`src/rtl/ccu_round_seq_if.sv`:
```
// ccu_round_seq_if - bundle of every non-clock signal of the ccu round sequencer.
//   in_*   : pin-side nibble-pair input stream (valid/ready)
//   core_* : issue/result path to the ccu cipher core
//   out_*  : result nibble stream (valid/ready)
//   busy, done : status
// slave  : the sequencer side.
// master : the surrounding wrapper, which also owns the core result.
interface ccu_round_seq_if;
    logic       in_valid;
    logic       in_ready;
    logic [3:0] in_data;
    logic [3:0] in_key;
    logic [3:0] core_din;
    logic [3:0] core_kin;
    logic [3:0] core_dout;
    logic       out_valid;
    logic       out_ready;
    logic [3:0] out_data;
    logic       busy;
    logic       done;

    modport master (
        output in_valid, in_data, in_key, core_dout, out_ready,
        input  in_ready, core_din, core_kin, out_valid, out_data, busy, done
    );

    modport slave (
        input  in_valid, in_data, in_key, core_dout, out_ready,
        output in_ready, core_din, core_kin, out_valid, out_data, busy, done
    );
endinterface

```
`src/rtl/ccu_round_seq.sv`:
```
// ccu_round_seq - nibble-serial round sequencer for the 4-bit ccu cipher core.
// Loads NIBBLES data/key pairs, runs ROUNDS passes of every state nibble through
// the core (one nibble per cycle, key index rotating by round), then streams
// the state out under valid/ready.
// Ports:
//   clk   : clock, rising edge
//   reset : synchronous, active-high; aborts any block in progress
//   bus   : ccu_round_seq_if.slave (input stream, core path, output stream, busy/done)
module ccu_round_seq #(
    parameter int NIBBLES  = 4,
    parameter int ROUNDS   = 4,
    parameter int CORE_LAT = 1
) (
    input  logic             clk,
    input  logic             reset,
    ccu_round_seq_if.slave   bus
);
    localparam int NW = (NIBBLES  > 1) ? $clog2(NIBBLES)  : 1;
    localparam int RW = (ROUNDS   > 1) ? $clog2(ROUNDS)   : 1;
    localparam int DW = (CORE_LAT > 1) ? $clog2(CORE_LAT) : 1;

    localparam logic [NW-1:0] N_LAST = NW'(NIBBLES - 1);
    localparam logic [RW-1:0] R_LAST = RW'(ROUNDS - 1);
    localparam logic [DW-1:0] D_LAST = DW'(CORE_LAT - 1);

    typedef enum logic [1:0] {
        S_LOAD,
        S_ISSUE,
        S_DRAIN,
        S_OUT
    } state_t;

    state_t state, state_nx;

    // n_cnt is shared: load index, issue index and output index
    logic [NW-1:0] n_cnt;
    logic [RW-1:0] r_cnt;
    logic [DW-1:0] d_cnt;

    logic [NIBBLES-1:0][3:0] st_buf;
    logic [NIBBLES-1:0][3:0] key_buf;

    // vld_pipe[k]/tag_pipe[k]: a nibble issued k cycles ago; stage CORE_LAT is the write-back
    logic [CORE_LAT:1]         vld_pipe;
    logic [CORE_LAT:1][NW-1:0] tag_pipe;

    logic          issue;
    logic          load_fire;
    logic          out_fire;
    logic          n_last;
    logic [NW-1:0] kidx;

    assign n_last = (n_cnt == N_LAST);
    assign kidx   = NW'((32'(n_cnt) + 32'(r_cnt)) % NIBBLES);

    // Next state and outputs. Everything is forced quiet while reset is high so
    // an aborted block can never leak a valid, busy or done.
    always_comb begin
        state_nx      = state;
        issue         = 1'b0;
        load_fire     = 1'b0;
        out_fire      = 1'b0;
        bus.in_ready  = 1'b0;
        bus.busy      = 1'b0;
        bus.out_valid = 1'b0;
        bus.out_data  = 4'h0;
        bus.done      = 1'b0;
        bus.core_din  = 4'h0;
        bus.core_kin  = 4'h0;
        if (!reset) begin
            case (state)
                S_LOAD: begin
                    bus.in_ready = 1'b1;
                    load_fire    = bus.in_valid;
                    if (bus.in_valid && n_last) state_nx = S_ISSUE;
                end
                S_ISSUE: begin
                    bus.busy     = 1'b1;
                    issue        = 1'b1;
                    bus.core_din = st_buf[n_cnt];
                    bus.core_kin = key_buf[kidx];
                    if (n_last) state_nx = S_DRAIN;
                end
                S_DRAIN: begin
                    bus.busy = 1'b1;
                    if (d_cnt == D_LAST) state_nx = (r_cnt == R_LAST) ? S_OUT : S_ISSUE;
                end
                S_OUT: begin
                    bus.out_valid = 1'b1;
                    bus.out_data  = st_buf[n_cnt];
                    if (bus.out_ready) begin
                        out_fire = 1'b1;
                        if (n_last) begin
                            bus.done = 1'b1;
                            state_nx = S_LOAD;
                        end
                    end
                end
                default: state_nx = S_LOAD;
            endcase
        end
    end

    always_ff @(posedge clk) begin
        if (reset) begin
            state    <= S_LOAD;
            n_cnt    <= '0;
            r_cnt    <= '0;
            d_cnt    <= '0;
            st_buf   <= '0;
            key_buf  <= '0;
            vld_pipe <= '0;
            tag_pipe <= '0;
        end else begin
            state <= state_nx;

            vld_pipe[1] <= issue;
            tag_pipe[1] <= n_cnt;
            for (int k = 2; k <= CORE_LAT; k++) begin
                vld_pipe[k] <= vld_pipe[k-1];
                tag_pipe[k] <= tag_pipe[k-1];
            end

            // core_dout is only looked at in a write-back cycle
            if (vld_pipe[CORE_LAT]) st_buf[tag_pipe[CORE_LAT]] <= bus.core_dout;

            case (state)
                S_LOAD: begin
                    if (load_fire) begin
                        st_buf[n_cnt]  <= bus.in_data;
                        key_buf[n_cnt] <= bus.in_key;
                        n_cnt          <= n_last ? '0 : n_cnt + 1'b1;
                    end
                    r_cnt <= '0;
                    d_cnt <= '0;
                end
                S_ISSUE: begin
                    n_cnt <= n_last ? '0 : n_cnt + 1'b1;
                    d_cnt <= '0;
                end
                S_DRAIN: begin
                    if (d_cnt == D_LAST) begin
                        d_cnt <= '0;
                        r_cnt <= (r_cnt == R_LAST) ? '0 : r_cnt + 1'b1;
                    end else begin
                        d_cnt <= d_cnt + 1'b1;
                    end
                end
                S_OUT: begin
                    if (out_fire) n_cnt <= n_last ? '0 : n_cnt + 1'b1;
                end
                default: ;
            endcase
        end
    end
endmodule

```
`src/flat_wrapper.sv`:
```
// flat-port wrapper written by rule: the top's interface ports become plain ports
module ccu_round_seq_flat 
#(
    parameter int NIBBLES  = 4,
    parameter int ROUNDS   = 4,
    parameter int CORE_LAT = 1
)
  (clk, reset, bus_in_valid, bus_in_data, bus_in_key, bus_core_dout, bus_out_ready, bus_in_ready, bus_core_din, bus_core_kin, bus_out_valid, bus_out_data, bus_busy, bus_done);
  ccu_round_seq_if bus_i ();
  input  logic clk;
  input  logic reset;
  input wire logic [$bits(bus_i.in_valid)-1:0] bus_in_valid;
  input wire logic [$bits(bus_i.in_data)-1:0] bus_in_data;
  input wire logic [$bits(bus_i.in_key)-1:0] bus_in_key;
  input wire logic [$bits(bus_i.core_dout)-1:0] bus_core_dout;
  input wire logic [$bits(bus_i.out_ready)-1:0] bus_out_ready;
  output wire logic [$bits(bus_i.in_ready)-1:0] bus_in_ready;
  output wire logic [$bits(bus_i.core_din)-1:0] bus_core_din;
  output wire logic [$bits(bus_i.core_kin)-1:0] bus_core_kin;
  output wire logic [$bits(bus_i.out_valid)-1:0] bus_out_valid;
  output wire logic [$bits(bus_i.out_data)-1:0] bus_out_data;
  output wire logic [$bits(bus_i.busy)-1:0] bus_busy;
  output wire logic [$bits(bus_i.done)-1:0] bus_done;
  assign bus_i.in_valid = bus_in_valid;
  assign bus_i.in_data = bus_in_data;
  assign bus_i.in_key = bus_in_key;
  assign bus_i.core_dout = bus_core_dout;
  assign bus_i.out_ready = bus_out_ready;
  assign bus_in_ready = bus_i.in_ready;
  assign bus_core_din = bus_i.core_din;
  assign bus_core_kin = bus_i.core_kin;
  assign bus_out_valid = bus_i.out_valid;
  assign bus_out_data = bus_i.out_data;
  assign bus_busy = bus_i.busy;
  assign bus_done = bus_i.done;
  ccu_round_seq #(.NIBBLES(NIBBLES), .ROUNDS(ROUNDS), .CORE_LAT(CORE_LAT)) u_core (.clk(clk), .reset(reset), .bus(bus_i));
endmodule
```
`config.mk`:
```
export PLATFORM = sky130hd
export DESIGN_NAME = ccu_round_seq_flat
export DESIGN_NICKNAME = d
export VERILOG_FILES = /design/src/rtl/ccu_round_seq_if.sv /design/src/rtl/ccu_round_seq.sv /design/src/flat_wrapper.sv
export SDC_FILE = /design/constraint.sdc
export NUM_CORES = 1
export LEC_CHECK = 0
export CORE_AREA = 4 4 98 63
export CTS_CLUSTER_DIAMETER = 30
export CTS_CLUSTER_SIZE = 16
export DETAILED_ROUTE_END_ITERATION = 10
export DIE_AREA = 0 0 102 67
export PLACE_DENSITY = 0.71
export SYNTH_ARGS = -nofsm -noshare
export SYNTH_HDL_FRONTEND = slang
export SYNTH_SLANG_ARGS = --single-unit
```
`constraint.sdc`:
```
create_clock -name clk -period 2.2 [get_ports clk]
set_clock_uncertainty 0.1 [all_clocks]
set_input_delay 0.22 -clock clk [delete_from_list [all_inputs] [get_ports clk]]
set_output_delay 0.22 -clock clk [all_outputs]
set_load 0.05 [all_outputs]
```
==> impl_metrics.yaml <==
status:
  outcome: "finished, final reports clean"
final_layout:
  fin_cells: 314
  share_of_the_core_filled_with_cells_pct: 52.7
  nFillCells: 483
  fin_area_um2: 2830
  layout-drive-gt1-share_pct: 19.2
  num_antenna_cells: 0
  area_growth_syn_to_layout_pct: 33.1
  ff_latch_area_um2: 826
  multi_input_area_um2: 1240
  final_nets: 270
routing:
  detailedRoute.firstPassIterationCount: 4
  drc: 0
  ant_nets: 0
  drt_first_iter_violations: 95
  overall_via_count_from_detail_route: 1669
  routedWlPerCell_um: 15.9
  routed_wl_mm: 4.98
  avgViaCountPerCell: 5.32
sta:
  rsz0062_at_grt: "yes"
  setup_tns_ps: 0
  final_min_period_over_clock_period_pct: 99.2
  slew_viol_final: 0
  final-setup-viol-count: 0
  timing_hold_violations_final: 0
  finalWorstSetupSlack_ps: 16.8
  max-slew-margin-rel_pct: 63.1
  finalWorstPathRequiredPeriod_ps: 2180
  fin_hold_ws_ps: 394
  tightestPinTransition_ps: 554
  max_clk_rate_ghz: 0.458
floorplan:
  chipWidth_um: 102
  design.core.area_um2: 5360
  fp-row-count: 21
  starting_utilization_of_the_core_area_pct: 39.6
  io-pin-count: 32
  design.die.area_um2: 6830
  fp.dieH_um: 67
synth:
  yosysTopAreaCell: "sky130_fd_sc_hd__dfxtp_1"
  syn-mean-instance-area_um2: 10.3
  synth_cells: 207
  synthFlopType: "sky130_fd_sc_hd__dfxtp_1"
  syn-cell-area_um2: 2120
  synth.distinct_cells: 32
  ys_ff_latch: 41
  compound_gate_portion_of_the_synthesized_area_pct: 10.4
  ys_seq_area_share_pct: 38.7
  synthAdderAreaFrac_pct: 5.89
  synth.mux.area_fraction_pct: 25.9
  yosys.area_share.xor_xnor_pct: 1.12
  asyncSetResetFlopFracSynth_pct: 0
  synth-warning-count: 0
  synth_simple_gate_area_share_pct: 14.7
  dominant_combinational_cell_family_by_area_after_synthesis: "multiplexers"
  synth_enable_flop_cells: 0
  synth.top_cells.by_area: "sky130_fd_sc_hd__dfxtp_1 (39%), sky130_fd_sc_hd__mux2i_1 (15%), sky130_fd_sc_hd__mux4_1 (8.7%)"
  synth_largest_type_area_fraction_pct: 38.7
  mappedNetlistNets: 233
placed_design:
  preCtsSetupSlack_ps: 74.2
  dp.final_hpwl_mm: 3.62
  io_buffer_count: 31
  instance_count_after_placement_with_tap_cells_included: 304
  gp_congestion: 0.775
  placed_cell_area_um2: 2700
global_routing:
  antenna_found_initial: 0
  grt_util_met2_pct: 22.3
  top_usage_layer: "met1"
  gr-total-overflow: 0
  first_global_vias: 1596
  grt.total_usage_pct: 16.0
  maximum_number_of_pins_on_one_net_before_global_route_repair: 30
  globalRouteMet3Util_pct: 5.54
  met1_usage_pct: 22.9
  grt_first_pass_wirelength_mm: 8.17
clocking:
  cts_made_buffers: 5
  cts.root.buffer_cell: "sky130_fd_sc_hd__clkbuf_8"
  worst_setup_hold_path_clk_slew_ps: 80
  cts_tree: "built"
  ctsLongestPathBuffers: 2
  clock_insertion_delay_worst_skew_ps: 300
  holdBufCountCts: 0
  ctsHtreeMaxLevel: 2
  cts.sinks: 41
critical_path:
  critPathCaptureType: "output port"
  worstSetupPathType: "flip-flop to output port"
  endpoint: "bus_core_kin[3]"
  rrSetupSlack_ps: 190
  r2r-start: "u_core.state[0]"
  timing.critical_path.from_type: "flip-flop"
  timing.critical_path.required_ps: 1880
  r2r-end: "u_core.n_cnt[1]"
  critical_path.max_fanout: 2
  worstPathArrival_ps: 1860
  startpoint: "u_core.r_cnt[0]"
  timing.reg2reg.worst_path_depth: 4
pwr:
  fin_total_pwr_mw: 2.04
  cellPowerDensity_nw_per_um2: 722
  cellLeakagePower_nw: 1.26
  ir_drop_mv: 0.314
job:
  drv.max_cap_violation_count: 0
hold_path:
  holdCritPathClass: "flip-flop to flip-flop"
-- repair_timing --
| item | in CTS | in global routing |
|---|---|---|
| buffers inserted | 2 | 0 |
| resized for setup | 7 | 1 |
| pin swaps | 0 | 1 |
| setup endpoints to repair | 4 | 8 |
-- cells by family after synthesis --
logic type,after synthesis
AOI/OAI and AO/OA,40
and+or+nand+nor,56
adders and majority gates,10
muxes,42
xor gates and xnor gates,1
buffers and inverters,17
DFF,41
-- layer usage --
| metal | wire length, um | vias up |
|---|---|---|
| met5 | 0 | - |
| met4 | 62 | 0 |
| met3 | 433 | 7 |
| met2 | 2010 | 56 |
| met1 | 2480 | 781 |
| li1 | - | 825 |
-- Yosys cell counts, drive strengths merged (2+ instances only) --
cell / number
ha: 10
mux2i: 32
mux4: 8
a21boi: 2
nand3b: 2
nand2b: 2
mux2: 2
and2: 12
inv: 5
nor3b: 2
o21ai: 16
buf: 2
nor2b: 6
nand3: 2
dfxtp: 41
clkbuf: 10
nand4b: 4
a21oi: 17
nor2: 22
-- cell usage in the layout, fill, tap and decap left out, types with 2 or more instances in the layout --
master / n
sky130_fd_sc_hd__a21boi_0: 2
sky130_fd_sc_hd__a21oi_1: 17
sky130_fd_sc_hd__and2_1: 11
sky130_fd_sc_hd__buf_12: 16
sky130_fd_sc_hd__buf_4: 11
sky130_fd_sc_hd__clkbuf_8: 7
sky130_fd_sc_hd__clkdlybuf4s50_1: 15
sky130_fd_sc_hd__dfxtp_1: 39
sky130_fd_sc_hd__ha_1: 9
sky130_fd_sc_hd__inv_1: 5
sky130_fd_sc_hd__mux2_2: 2
sky130_fd_sc_hd__mux2i_1: 32
sky130_fd_sc_hd__mux4_1: 5
sky130_fd_sc_hd__mux4_2: 3
sky130_fd_sc_hd__nand2b_1: 2
sky130_fd_sc_hd__nand3_1: 2
sky130_fd_sc_hd__nand3b_1: 2
sky130_fd_sc_hd__nand4b_1: 4
sky130_fd_sc_hd__nor2_1: 22
sky130_fd_sc_hd__nor2b_1: 5
sky130_fd_sc_hd__o21ai_0: 16
-- worst min-delay path by stage --
stage / from / to / slack, ps / cells after the start
2_1_floorplan: bus_in_key[0] / u_core.key_buf[0] / 260 / 2
3_3_place_gp: u_core.key_buf[13] / u_core.key_buf[13] / 370 / 2
3_5_place_dp: u_core.key_buf[8] / u_core.key_buf[8] / 380 / 2
4_1_cts: u_core.key_buf[8] / u_core.key_buf[8] / 400 / 2
5_1_grt: u_core.key_buf[2] / u_core.key_buf[2] / 420 / 2
6_report: u_core.key_buf[15] / u_core.key_buf[15] / 390 / 2
-- registers in the layout, indices dropped and copies added (netlist names) --
signal and count:
u_core.key_buf 16, u_core.st_buf 16, u_core.n_cnt 2, u_core.r_cnt 2, u_core.state 2, u_core.tag_pipe 2, u_core.vld_pipe 1
-- critical path, cell delays in order, from the launching register on --
cell,delay (ps)
sky130_fd_sc_hd__dfxtp_4,360
sky130_fd_sc_hd__ha_4,150
sky130_fd_sc_hd__xnor3_2,250
sky130_fd_sc_hd__mux4_2,500
sky130_fd_sc_hd__and2_4,160
sky130_fd_sc_hd__buf_12,140
-- area by class of cell --
cell class              count  share of cell area [%]
clock buffers               7                    3.41
clock inverters             1                   0.177
flip-flops and latches     41                    29.2
well taps                  69                    3.05
multi-input cells         149                    43.9
repair buffers             42                    19.6
inverters                   5                   0.664
-- where the power goes --
group          internal [mW]  total (mW)  switching, mW
clock network          0.283       0.545          0.262
logic                  0.312       0.631          0.319
registers              0.813       0.863         0.0504
Power figures use the tool's default switching activity.
